**src/rtl/cordic_vector_pkg.sv**
```systemverilog
// Shared constants, Q-format widths and FSM encoding for the vectoring CORDIC.
package cordic_vector_pkg;
  localparam int ITER  = 12;
  localparam int IN_W  = 8;
  localparam int DP_W  = 14;
  localparam int FRAC  = 10;
  localparam int CNT_W = 4;
  localparam int LUT_W = 12;

  localparam logic signed [DP_W-1:0] PI_Q10 = 14'sd3217;

  typedef enum logic [1:0] {
    ST_IDLE,
    ST_ITER,
    ST_COMP,
    ST_DONE
  } state_t;
endpackage

```
**src/rtl/cordic_vector_lut.sv**
```systemverilog
// Arctangent table: atan(2^-idx) in unsigned Q2.10, idx = 0..11.
module cordic_vector_lut
  import cordic_vector_pkg::*;
(
  input  logic [CNT_W-1:0] idx,
  output logic [LUT_W-1:0] atan
);
  always_comb begin
    atan = '0;
    case (idx)
      4'd0:  atan = 12'd804;
      4'd1:  atan = 12'd475;
      4'd2:  atan = 12'd251;
      4'd3:  atan = 12'd127;
      4'd4:  atan = 12'd64;
      4'd5:  atan = 12'd32;
      4'd6:  atan = 12'd16;
      4'd7:  atan = 12'd8;
      4'd8:  atan = 12'd4;
      4'd9:  atan = 12'd2;
      4'd10: atan = 12'd1;
      default: atan = '0;
    endcase
  end
endmodule

```
**src/rtl/cordic_vector.sv**
```systemverilog
// Vectoring-mode CORDIC: (x, y) -> atan2 angle (Q2.6) and magnitude.
// CORDIC_VEC_GAIN_COMP_EN adds a COMP state that removes the CORDIC gain (mag in Q1.7).
module cordic_vector
  import cordic_vector_pkg::*;
(
  input  logic            clk,
  input  logic            rst,
  input  logic            in_valid,
  output logic            in_ready,
  input  logic [IN_W-1:0] x_in,
  input  logic [IN_W-1:0] y_in,
  output logic            out_valid,
  input  logic            out_ready,
  output logic [7:0]      angle,
  output logic [7:0]      mag,
  output logic            out_sat
);
  state_t state, state_nx;

  logic [CNT_W-1:0]       count;
  logic signed [DP_W-1:0] x, y, z;
  logic                   zero_vec;
  logic [LUT_W-1:0]       atan;
  logic signed [DP_W-1:0] atan_s, x_sh, y_sh;
  logic signed [DP_W-1:0] x_ext, y_ext, x_ld, y_ld, z_ld;
  logic signed [DP_W-1:0] x_fin;
  logic signed [DP_W:0]   z_rnd, z_q, m_rnd, m_q;
  logic [7:0]             angle_nx, mag_nx;
  logic                   sat_nx, last, fmt_en;

  cordic_vector_lut lut (.idx(count), .atan(atan));

  assign atan_s = {{(DP_W-LUT_W){1'b0}}, atan};
  assign x_sh   = x >>> count;
  assign y_sh   = y >>> count;

  // count==ITER is a settle cycle with no rotation, so formatting sees final x/z
  assign last   = (count == CNT_W'(ITER));

  assign in_ready  = (state == ST_IDLE);
  assign out_valid = (state == ST_DONE);
  assign fmt_en    = (state_nx == ST_DONE) && (state != ST_DONE);

  always_ff @(posedge clk) begin
    if (rst) state <= ST_IDLE;
    else     state <= state_nx;
  end

  always_comb begin
    state_nx = state;
    case (state)
      ST_IDLE: if (in_valid) state_nx = ST_ITER;
      ST_ITER: if (last) begin
`ifdef CORDIC_VEC_GAIN_COMP_EN
        state_nx = ST_COMP;
`else
        state_nx = ST_DONE;
`endif
      end
      ST_COMP: state_nx = ST_DONE;
      ST_DONE: if (out_ready) state_nx = ST_IDLE;
      default: state_nx = ST_IDLE;
    endcase
  end

  // Left half-plane inputs are folded by negation; z starts at +/-pi to compensate.
  always_comb begin
    x_ext = {{(DP_W-IN_W-3){x_in[IN_W-1]}}, x_in, 3'b000};
    y_ext = {{(DP_W-IN_W-3){y_in[IN_W-1]}}, y_in, 3'b000};
    x_ld  = x_ext;
    y_ld  = y_ext;
    z_ld  = '0;
    if (x_in[IN_W-1]) begin
      x_ld = -x_ext;
      y_ld = -y_ext;
      z_ld = y_in[IN_W-1] ? -PI_Q10 : PI_Q10;
    end
  end

  always_ff @(posedge clk) begin
    if (rst) begin
      count    <= '0;
      x        <= '0;
      y        <= '0;
      z        <= '0;
      zero_vec <= 1'b0;
      angle    <= '0;
      mag      <= '0;
      out_sat  <= 1'b0;
    end else begin
      if (state == ST_IDLE && in_valid) begin
        count    <= '0;
        x        <= x_ld;
        y        <= y_ld;
        z        <= z_ld;
        zero_vec <= (x_in == '0) && (y_in == '0);
      end else if (state == ST_ITER && !last) begin
        if (!y[DP_W-1]) begin
          x <= x + y_sh;
          y <= y - x_sh;
          z <= z + atan_s;
        end else begin
          x <= x - y_sh;
          y <= y + x_sh;
          z <= z - atan_s;
        end
        count <= count + CNT_W'(1);
      end
      if (fmt_en) begin
        angle   <= angle_nx;
        mag     <= mag_nx;
        out_sat <= sat_nx;
      end
    end
  end

  always_comb begin
    x_fin = x;
`ifdef CORDIC_VEC_GAIN_COMP_EN
    x_fin = (x >>> 1) + (x >>> 3) - (x >>> 6) - (x >>> 9);
    m_rnd = {x_fin[DP_W-1], x_fin} + (DP_W+1)'(4);
    m_q   = m_rnd >>> 3;
`else
    m_rnd = {x_fin[DP_W-1], x_fin} + (DP_W+1)'(8);
    m_q   = m_rnd >>> 4;
`endif
    z_rnd = {z[DP_W-1], z} + (DP_W+1)'(8);
    z_q   = z_rnd >>> 4;

    sat_nx   = 1'b0;
    angle_nx = z_q[7:0];
    if (z_q > 127) begin
      angle_nx = 8'h7F;
      sat_nx   = 1'b1;
    end else if (z_q < -128) begin
      angle_nx = 8'h80;
      sat_nx   = 1'b1;
    end

    mag_nx = m_q[7:0];
    if (m_q < 0)        mag_nx = 8'h00;
    else if (m_q > 255) mag_nx = 8'hFF;

    // The zero vector never leaves y>=0, so z would drift to sum(atan).
    if (zero_vec) begin
      angle_nx = '0;
      mag_nx   = '0;
      sat_nx   = 1'b0;
    end
  end
endmodule

```
**config.mk**
```make
export PLATFORM = sky130hd
export DESIGN_NAME = cordic_vector
export DESIGN_NICKNAME = d
export VERILOG_FILES = /design/src/rtl/cordic_vector_pkg.sv /design/src/rtl/cordic_vector_lut.sv /design/src/rtl/cordic_vector.sv
export SDC_FILE = /design/constraint.sdc
export NUM_CORES = 1
export LEC_CHECK = 0
export BUFFER_PORTS_ARGS = -buffer_cell sky130_fd_sc_hd__buf_2
export CORE_ASPECT_RATIO = 1.1
export CORE_MARGIN = 2
export CORE_UTILIZATION = 25
export CTS_CLUSTER_SIZE = 28
export DETAILED_ROUTE_END_ITERATION = 8
export PLACE_DENSITY = 0.45
export SYNTH_ARGS = -nofsm -noshare
export SYNTH_HDL_FRONTEND = slang
export SYNTH_SLANG_ARGS = --single-unit
```
**constraint.sdc**
```tcl
create_clock -name clk -period 15.7 [get_ports clk]
set_input_delay 0.785 -clock clk [delete_from_list [all_inputs] [get_ports clk]]
set_output_delay 0.785 -clock clk [all_outputs]
set_load 0.02 [all_outputs]
```
; After elaboration in Yosys (flattened, before gate mapping)
; Memory sizes are Yosys's and may differ from the RTL's. A register that Yosys moved wholly into a read port is not among the register bits.
; Cells that the tools add are included.
[classes]
addsub = 11
magnitude_cmp = 4
n_eq_ne = 6
shift = 2
muxes = 28
n_reduce_logical = 10
[op_table]
columns = op, count
row1 = $mux W14, 13
row2 = $mux W8, 6
row3 = $add A14 B5 Y15 const B, 2
row4 = $add A14 B14 Y14, 2
row5 = $neg A11 Y14, 2
row6 = $sshr A14 B4 Y14, 2
row7 = $sub A14 B14 Y14, 2
row8 = $logic_not A8 Y1, 2
row9 = $add A14 B13 Y14, 1
row10 = $sub A14 B13 Y14, 1
row11 = $gt A11 B8 Y1 const B, 1
row12 = $gt A11 B9 Y1 const B, 1
row13 = $lt A11 B1 Y1 const B, 1
row14 = $lt A11 B8 Y1 const B, 1
row15 = $mux W4, 2
row16 = $pmux W2 S4, 1
row17 = $eq A2 B2 Y1 const B, 3
row18 = $mux W2, 3
row19 = $add A4 B1 Y4 const B, 1
row20 = $eq A4 B4 Y1 const B, 1
row21 = $logic_and A1 B1 Y1, 4
row22 = $mux W1, 3
row23 = $eq A2 B1 Y1 const B, 1
row24 = $logic_not A2 Y1, 1
row25 = 4 further kinds, 4
[totals]
ff_bits = 66
romBits = 160
in_bits = 20
out_inout_bits = 19
word_cells = 71
mem_count = 1
[memory_table]
columns = name, depth, width, read_ports, rd_ports_with_merged_regs, wr, line
row1 = (no name shown), 16, 10, 1, 1, 0, cordic_vector_lut.sv:10  ; case (idx)

; Depth between registers and ports, before layout
; Gate-level depths: netlist of run 1.
[depth]
ltp_word = 5
mapped_depth = 24
mapped_depth_nobuf = 20

; Hierarchy
; Synthesis of run 1 repeated with hierarchy kept, for this count alone.
[unflattened]
cells_unflattened = 956
area_unflattened_um2 = 7445.9
[by_module_without_submodules]
columns = module, n_inst, cells_per_inst, area_each_um2, seq_area_each_um2
row1 = cordic_vector, 1, 922, 7201.9, 1321.3
row2 = cordic_vector_lut, 1, 34, 244.0, 0.0

; Worst setup path before layout of run 1
; No wires, ideal clock.
[synth_timing]
kind = flip-flop to flip-flop
startpoint = reg count[0]
endpoint = reg x[13]
setup_ps = 74
arrival_ps = 4897
required_time_ps = 15626
path_slack_ps = 10728
stages_incl_launch_ff = 21
path_buffers = 2
synth_period_minus_slack_ps = 4972
cell_sequence = dfxtp_1 -> buf_4 -> buf_2 -> mux4_2 -> nand2_1 -> o21a_1 -> nand2_1 -> o21ai_0 -> ha_1 -> inv_1 -> or4_1 -> a21oi_1 -> o21ai_1 -> o32ai_1 -> ha_1 -> a21o_1 -> a21o_1 -> a21oi_1 -> a21oi_1 -> or4_1 -> a31oi_1
[synth_between]
elab_chain_len = 5
word_cells_on_any_way = 10
classes_between = add/sub: 2 / eq/ne: 1 / shift: 1 / mux: 3 / reduce/logical: 3
[synth_lines]
columns = element, line
row1 = "start, declared", cordic_vector.sv:20  ; logic [CNT_W-1:0] count;
row2 = "start signal, assigned", cordic_vector.sv:107  ; count <= count + CNT_W'(1);
row3 = $sshr A14 B4 Y14, cordic_vector.sv:35  ; assign y_sh = y >>> count;
row4 = $add A14 B14 Y14 or $sub A14 B14 Y14 (tied branches), "cordic_vector.sv:99, cordic_vector.sv:103"
row5 = $mux W14, cordic_vector.sv:98  ; if (!y[DP_W-1]) begin
row6 = $mux W14, cordic_vector.sv:97  ; end else if (state == ST_ITER && !last) begin
row7 = $mux W14, cordic_vector.sv:91  ; if (state == ST_IDLE && in_valid) begin
row8 = "end signal, assigned", cordic_vector.sv:93  ; x <= x_ld;
row9 = "end signal, assigned", cordic_vector.sv:99  ; x <= x + y_sh;
row10 = "end signal, assigned", cordic_vector.sv:103  ; x <= x - y_sh;
row11 = "end, declared", cordic_vector.sv:21  ; logic signed [DP_W-1:0] x, y, z;
; Several ways; a longest one is shown, not always the timed one. The select of a mux whose other input is x is not followed.
; A chain may end at the register's enable or synchronous reset.

; Worst setup path in the final report of run 1
[layout_timing]
startpoint = reg count[2]
endpoint = reg x[13]
; Same word-level chain as after synthesis.

==> results of run 1 <==
-- power groups by stage --
stage	logic (W)	clock network, W	registers (W)
final	0.000961	0.000214	0.000346
after global routing	0.00108	0.000229	0.000356
after CTS	0.000962	0.000223	0.000346
after detailed placement	0.000955	0	0.000350
after global placement	0.000957	0	0.000349
after floorplan	0.000779	0	0.000299
-- registers in the layout, indices dropped and copies added, names as in the netlist --
name and cells:
lut.atan 10, z 14, state 2, y 14, x 14, mag 8
count 4, out_sat 1, angle 8, zero_vec 1
-- cells in the final DEF (no fill, tap or decap), drive strengths merged, types with 9 or more instances in the layout --
cell      n
mux2i    17
a211oi   14
a22oi    14
nor2b    18
dfxtp    76
or3       9
xnor2    42
nand3    26
a21oi    77
nor2    108
and3     12
a21o     16
o31ai    11
buf      46
mux4     27
o211ai   11
nand2    83
inv      47
clkbuf   10
o21ai    43
xor2     25
ha       55
and2     11
a31oi    18
nor3     32
-- worst max path at each step --
stage                              end  slack [ps]  cells past startpoint
floorplan           x[13]$_SDFFE_PP0P_       10730                     20
CTS                 x[13]$_SDFFE_PP0P_       10100                     17
finish              x[13]$_SDFFE_PP0P_       10010                     17
global placement    x[13]$_SDFFE_PP0P_       10310                     18
global route        x[13]$_SDFFE_PP0P_        9560                     19
detailed placement  x[13]$_SDFFE_PP0P_       10110                     17
-- per-stage QoR --
stage / total power [W] / instances / setup slack (ps) / hold slack (ps)
4_1_cts: 0.001531 / 1396 / 10100 / 452.4
6_report: 0.001521 / 1397 / 10010 / 449.8
3_5_place_dp: 0.001305 / 1380 / 10110 / 442.6
2_1_floorplan: 0.001078 / 977 / 10730 / 449.3
5_1_grt: 0.001667 / 1396 / 9564 / 468.4
3_3_place_gp: 0.001306 / 1380 / 10310 / 445.3
-- layer usage --
layer  vias to the layer above  global-route usage (%)
met2                       150                   25.69
li1                       3572                       -
met5                         -                       0
met3                        26                   2.089
met4                         0                   3.357
met1                      3488                   20.69
-- worst max-delay path, stage by stage, from the launching register on --
cell and delay, ps:
dfxtp_1 820, clkinv_1 700, mux2i_1 610, nand2_1 90, o21ai_0 190, ha_1 240, inv_1 50, or4_1 560
a21oi_1 240, o21ai_1 180, o32ai_1 350, ha_1 350, a21o_1 200, a21o_1 170, a21oi_1 170, a21oi_1 100
or4_1 470, a31oi_1 130
-- logic make-up (layout without fill, tap and decap cells) --
group	Yosys count	count (layout)	synth area share (%)
multiplexers	49	49	11.05
XOR/XNOR	68	68	7.957
adder cells (fa/ha/maj)	58	58	9.771
AND/OR/NAND/NOR	353	353	22.60
flip-flops	76	76	19.87
buffers and inverters	104	109	5.359
AO/OA/AOI/OAI	269	269	23.40
other	0	1	0
-- area by class of cell --
cell class / count / share of cell area (%)
multi-input cells: 797 / 67.44
flip-flops and latches: 76 / 17.95
well taps: 414 / 6.102
repair buffers: 46 / 2.948
clock buffers: 10 / 2.697
inverters: 47 / 2.078
clock inverters: 6 / 0.7517
diodes: 1 / 0.02948
==> key figures, run 1 <==
Yosys
  • Ys flop type: dfxtp_1
  • Ys Warns: 0
  • Synth Area per Inst: between 7 and 8 um^2
  • Mapped Cells: 977
  • Synth Net Count: 1055
  • Count of cell types in the netlist: 75
  • Top cell type's share of synthesized area: just under 20%
  • Post-synthesis sequential area ratio: 19.87%
  • Count of state elements after synthesis: between 70 and 80
  • Post-synth top area cell: dfxtp_1
  • Post-synth EDFFs: 0
  • Synth top area cells: dfxtp_1 (20%), ha_1 (9.0%), mux4_2 (7.1%)
  • Cell Area, Synth: 7657 um^2
  • Synth top cells by count: nor2_1 (108), nand2_1 (83), a21oi_1 (77)
  • Top-count cell post-synth: nor2_1
  • Synth async-reset ratio: 0%

Power
  • Clock power frac: 14.1%
  • Reg power frac: 22.7%
  • Lkg Pwr: 3.376 nW
  • Worst IR drop on VDD: 58.56 uV
  • Comb power frac: between 60% and 70%
  • Sw frac: 47.66%
  • Power per cell area: between 150 and 200 nW/um^2
  • Switching power total: 0.0007249 W
  • Int Power: 0.0007962 W

Cells and area
  • Layout cell share with drive strength beyond 1: 11.30%
  • Sequential cell area: 1524 um^2
  • Area of the multi-input gates: 5725 um^2
  • Layout net count: 1055
  • Design area: about 8500 um^2
  • Synth-to-layout area growth: 10.87%
  • Fin util: 27.97%
  • Fillers: 3329

Die
  • Core region area: 30350 um^2
  • Die Footprint: 32050 um^2
  • Io pins: 39
  • Initial Utilization: between 20% and 30%
  • Die span in y: 187.6 um
  • Die width: 170.9 um
  • Rows: 67

Timing
  • Final slew viol count: 0
  • Slew HR: 30.19%
  • Setup TNS Final: 0 ps
  • Final period util: 36.27%
  • Final Hold Vio Count: 0
  • Max Freq: around 180 MHz
  • Setup Viol. Count Final: 0
  • Min Tclk post-route: roughly 5700 ps
  • Final Skew: 10.90 ps
  • RSZ-0062 raised after global routing: no
  • Worst-Margin Slew: 1043 ps

Route
  • ANT nets after route: 0
  • Wire length on met2: 11.60 mm
  • Highest metal used: met4
  • 1st-pass router iterations: 5
  • Post-DR vias/cell: 5.180
  • DR WL/cell: between 15 and 20 um
  • Detailed Route WL: between 20 and 25 mm
  • DRC: 0
  • DRT iter0 DRCs: 488
  • Met1 wire length: 11.60 mm
  • Vias: 7236
  • Met3 WL: 835 um

Setup path
  • Startpoint class of the critical path: flop
  • CP startpoint: count[2]$_SDFFE_PP0P_
  • CP arrival: 5970 ps
  • Worst R2R End: x[13]$_SDFFE_PP0P_
  • Reg2reg path depth: 17
  • Worst R2R Setup Slack: approximately 10000 ps
  • Crit Path Class: flop to flop
  • FF-to-FF Start: count[2]$_SDFFE_PP0P_
  • CP Max Fanout: 21
  • Data required time of the worst path: 15970 ps
  • Setup crit end kind: flop

Global route
  • First-pass GRT wire length: around 39 mm
  • Vias in the first global route: 6903
  • Antenna violations before repair: 0
  • Gr ovfl total: 0
  • Largest net degree at the start of global routing: 45
  • Total GRT Usage: around 15%

Placement
  • HPWL Detailed: around 18 mm
  • IO buf count: 38
  • Post-Place Cell Area: about 8200 um^2
  • Routability Congestion: between 0.8 and 0.9

Min path
  • Hold EP: mag[0]$_SDFFE_PP0P_
  • HP Start: mag[0]$_SDFFE_PP0P_
  • Hold path depth: 2
  • HP Class: flop to flop

Clocking
  • H-tree levels: 3
  • Cts hold-fix bufs: 0
  • Post-CTS Setup Repair Bufs: 0
  • Clk pin slew, worst setup/hold paths: approximately 70 ps
  • Total CTS buffers: 9
  • # clock sinks: 76
  • Clk_lat worst skew: 350 ps
  • Root Buffer: clkbuf_16
  • Post-CTS sizing: 0
  • Longest Clk Path Bufs: 2
  • CTS tree: built

Run
  • Max-cap check violation count: 0

Run status
  • Status: completed
Note: power is estimated with default switching activity, not from simulation.
==> run 2: changes to the inputs <==
--- a/config.mk
+++ b/config.mk
@@ -5,13 +5,14 @@
 export SDC_FILE = /design/constraint.sdc
 export NUM_CORES = 1
 export LEC_CHECK = 0
+export ABC_AREA = 1
 export BUFFER_PORTS_ARGS = -buffer_cell sky130_fd_sc_hd__buf_2
 export CORE_ASPECT_RATIO = 1.1
 export CORE_MARGIN = 2
 export CORE_UTILIZATION = 25
 export CTS_CLUSTER_SIZE = 28
 export DETAILED_ROUTE_END_ITERATION = 8
-export PLACE_DENSITY = 0.45
+export PLACE_DENSITY = 0.47
 export SYNTH_ARGS = -nofsm -noshare
 export SYNTH_HDL_FRONTEND = slang
 export SYNTH_SLANG_ARGS = --single-unit
==> constraint.sdc (replaced) <==
create_clock -name clk -period 4.8 [get_ports clk]
set_input_delay 0.24 -clock clk [delete_from_list [all_inputs] [get_ports clk]]
set_output_delay 0.24 -clock clk [all_outputs]
set_load 0.02 [all_outputs]
==> run 2 against run 1 <==
Against the previous run:
- setup slack lost 9000 ps
- design area is essentially flat
- sequential cell count is the same
==> key figures, run 2 <==
Run status
  • Status: completed

Timing
  • Final Hold Vio Count: 0 (unchanged)
  • Final Skew: 12.04 ps (+1.142 ps)
  • Final period util: 78.41% (+42 points)
  • Final slew viol count: 0 (unchanged)
  • Worst-Margin Slew: 1155 ps (+111.4 ps)
  • RSZ-0062 raised after global routing: no
  • Setup Viol. Count Final: 0 (unchanged)
  • Max Freq: 265.7 MHz (+51%)
  • Min Hold Slack: 180.1 ps (-269.7 ps)
  • Slew HR: 22.94% (-7.3 points)
  • Fin worst setup slack: 1037 ps (-8970 ps)
  • Setup TNS Final: 0 ps (unchanged)
  • Min Tclk post-route: 3763 ps (-1930 ps)

Setup path
  • CP Max Fanout: 28 (+33%)
  • FF-to-FF Start: count[0]$_SDFFE_PP0P_
  • CP arrival: 3990 ps (-1980 ps)
  • Startpoint class of the critical path: flop
  • Worst Setup EP: x[10]$_SDFFE_PP0P_
  • Data required time of the worst path: 5030 ps (-10940 ps)
  • Worst R2R Setup Slack: 1040 ps (-8970 ps)
  • Worst R2R End: x[10]$_SDFFE_PP0P_
  • Crit Path Class: flop to flop
  • Setup crit end kind: flop
  • CP startpoint: count[0]$_SDFFE_PP0P_
  • Reg2reg path depth: 21 (+4)

Power
  • Lkg Pwr: 4.173 nW (+24%)
  • Int Power: 0.002317 W (+190%)
  • Worst IR drop on VDD: 177.1 uV (+200%)
  • Sw frac: 51.39% (+3.7 points)
  • Tot Pwr: 0.004767 W (+210%)
  • Comb power frac: 65.0% (+1.8 points)
  • Power per cell area: 561.6 nW/um^2 (+210%)
  • Switching power total: 0.002450 W (+240%)
  • Clock power frac: 14.2% (about the same)
  • Reg power frac: 20.8% (-1.9 points)

Yosys
  • Ys flop type: dfxtp_1
  • Synth Net Count: 1287 (+22%)
  • Post-synth top area cell: dfxtp_1
  • Top-count cell post-synth: nand2_1
  • Synth async-reset ratio: 0% (unchanged)
  • Synth top cells by count: nand2_1 (290), nand3_1 (154), inv_1 (131)
  • Count of cell types in the netlist: 59 (-21%)
  • Cell Area, Synth: 7659 um^2 (about the same)
  • Mapped Cells: 1209 (+24%)
  • Count of state elements after synthesis: 76 (unchanged)
  • Synth Area per Inst: 6.335 um^2 (-19%)
  • Post-synth EDFFs: 0 (unchanged)
  • Synth top area cells: dfxtp_1 (20%), nand2_1 (14%), nand3_1 (10%)
  • Top cell type's share of synthesized area: 19.87% (about the same)
  • Post-synthesis sequential area ratio: 19.87% (about the same)
  • Ys Warns: 0 (unchanged)

Die
  • Initial Utilization: 25.24% (about the same)
  • Io pins: 39 (unchanged)
  • Die Footprint: 32050 um^2 (about the same)
  • Die span in y: 187.6 um (about the same)
  • Die width: 170.9 um (about the same)
  • Rows: 67 (unchanged)
  • Core region area: 30350 um^2 (unchanged)

Cells and area
  • Area of the multi-input gates: 5339 um^2 (-6.8%)
  • Most common library cell in the layout ignoring fill and taps: nand2_1
  • Synth-to-layout area growth: 10.83% (about the same)
  • Layout net count: 1304 (+24%)
  • Design area: 8488 um^2 (about the same)
  • Most frequent cells in the layout: nand2_1 (290), nand3_1 (154), inv_1 (131), a21oi_1 (91), o21ai_0 (84)
  • Largest registers: x: 14 flops, y: 14 flops, z: 14 flops
  • Layout cell share with drive strength beyond 1: 10.73% (-0.57 points)
  • # diodes: 0 (-1)
  • Fillers: 3433 (+3.1%)
  • Sequential cell area: 1521 um^2 (-0.16%)

Placement
  • Routability Congestion: 0.8529 (-0.58%)
  • HPWL Detailed: 19.12 mm (+6.0%)
  • Pre-CTS WS: 1002 ps (-9105 ps)
  • Post-Place Cell Area: 8204 um^2 (+0.12%)
  • IO buf count: 38 (unchanged)

Global route
  • Vias in the first global route: 7405 (+7.3%)
  • First-pass GRT wire length: 39.25 mm (+1.8%)
  • Antenna violations before repair: 0 (unchanged)
  • Gr ovfl total: 0 (unchanged)
  • Total GRT Usage: 15.49% (+0.23 points)
  • Largest net degree at the start of global routing: 43 (-4.4%)

Route
  • ANT nets after route: 0 (unchanged)
  • Post-DR vias/cell: 4.799 (-7.3%)
  • 1st-pass router iterations: 5 (unchanged)
  • Vias: 7890 (+9.0%)
  • DR WL/cell: 14.87 um (-15%)
  • DRC: 0 (unchanged)
  • Detailed Route WL: 24.45 mm (+0.54%)
  • DRT iter0 DRCs: 594 (+22%)

Clocking
  • Post-CTS sizing: 0 (unchanged)
  • CTS tree: built
  • Post-CTS Setup Repair Bufs: 0 (unchanged)
  • # clock sinks: 76 (unchanged)
  • H-tree levels: 3 (unchanged)
  • Root Buffer: clkbuf_16
  • Total CTS buffers: 9 (unchanged)
  • Clk_lat worst skew: 350 ps (about the same)
  • Longest Clk Path Bufs: 2 (unchanged)
  • Clk pin slew, worst setup/hold paths: 60 ps (about the same)
  • Cts hold-fix bufs: 0 (unchanged)

Run
  • Max-cap check violation count: 0 (unchanged)

Min path
  • HP Class: input port to flop
## run 2: metrics by stage
stage               utilization [%]  std cells
CTS                           27.97       1644
finish                        27.97       1644
floorplan                         -       1209
global placement              27.03       1629
global route                  27.97       1644
detailed placement            27.03       1629
## run 2: cell families after synthesis
group | after synthesis | synth area share, %
compound gates | 239 | 17.86
fa+ha+maj | 58 | 9.770
xor+xnor | 46 | 5.261
buf+inv | 188 | 10.42
mux | 2 | 0.2777
flops | 76 | 19.87
simple gates | 600 | 36.55
## run 2: worst min path at each step
stage,from,endpoint,slack (ps),cells after the start
2_1_floorplan,rst,z[3]$_SDFFE_PP0P_,320,1
3_3_place_gp,mag[5]$_SDFFE_PP0P_,mag[5]$_SDFFE_PP0P_,450,2
3_5_place_dp,mag[2]$_SDFFE_PP0P_,mag[2]$_SDFFE_PP0P_,450,2
4_1_cts,out_ready,state[0]$_SDFF_PP0_,170,4
5_1_grt,out_ready,state[0]$_SDFF_PP0_,190,4
6_report,in_valid,state[0]$_SDFF_PP0_,180,3
## run 2: layout make-up
| type | instances | share of cell area [%] |
|---|---|---|
| clock buffer | 11 | 2.742 |
| clock inverter | 4 | 0.6044 |
| inverter | 144 | 6.427 |
| multi-input combinational | 945 | 62.90 |
| sequential | 76 | 17.92 |
| tap | 414 | 6.103 |
| timing repair buffer | 50 | 3.302 |
## run 2: per-layer routing
| layer | vias to the layer above | routed length (um) | global-route usage [%] |
|---|---|---|---|
| met1 | 3606 | 11460 | 20.46 |
| li1 | 4084 | - | - |
| met2 | 163 | 11480 | 26.10 |
| met5 | - | 0 | 0 |
| met4 | 0 | 646 | 5.443 |
| met3 | 37 | 863 | 1.583 |
## run 2: power by group through the flow
stage / Combinational (W) / Clock, W / Sequential (W)
floorplan: 0.00242 / 0 / 0.000929
global placement: 0.00309 / 0 / 0.00101
detailed placement: 0.00310 / 0 / 0.00100
CTS: 0.00311 / 0.000698 / 0.000990
global route: 0.00355 / 0.000726 / 0.00101
finish: 0.00310 / 0.000679 / 0.000990
## run 2: critical path, cell delays in order, from the launching register on
cell and delay (ps):
dfxtp_1 320, inv_2 350, nand2_1 130, nand3_1 120
nand2_1 60, nand2_1 70, nand2_1 70, nand2_1 60
nand2_1 90, ha_1 280, nand2_1 60, o21ai_0 170
fa_1 500, o21ai_0 340, a21boi_0 180, nor2_1 140
o21ai_0 100, nand2_1 100, a21oi_1 80, or2_2 280
nand3_1 70, a21oi_1 70
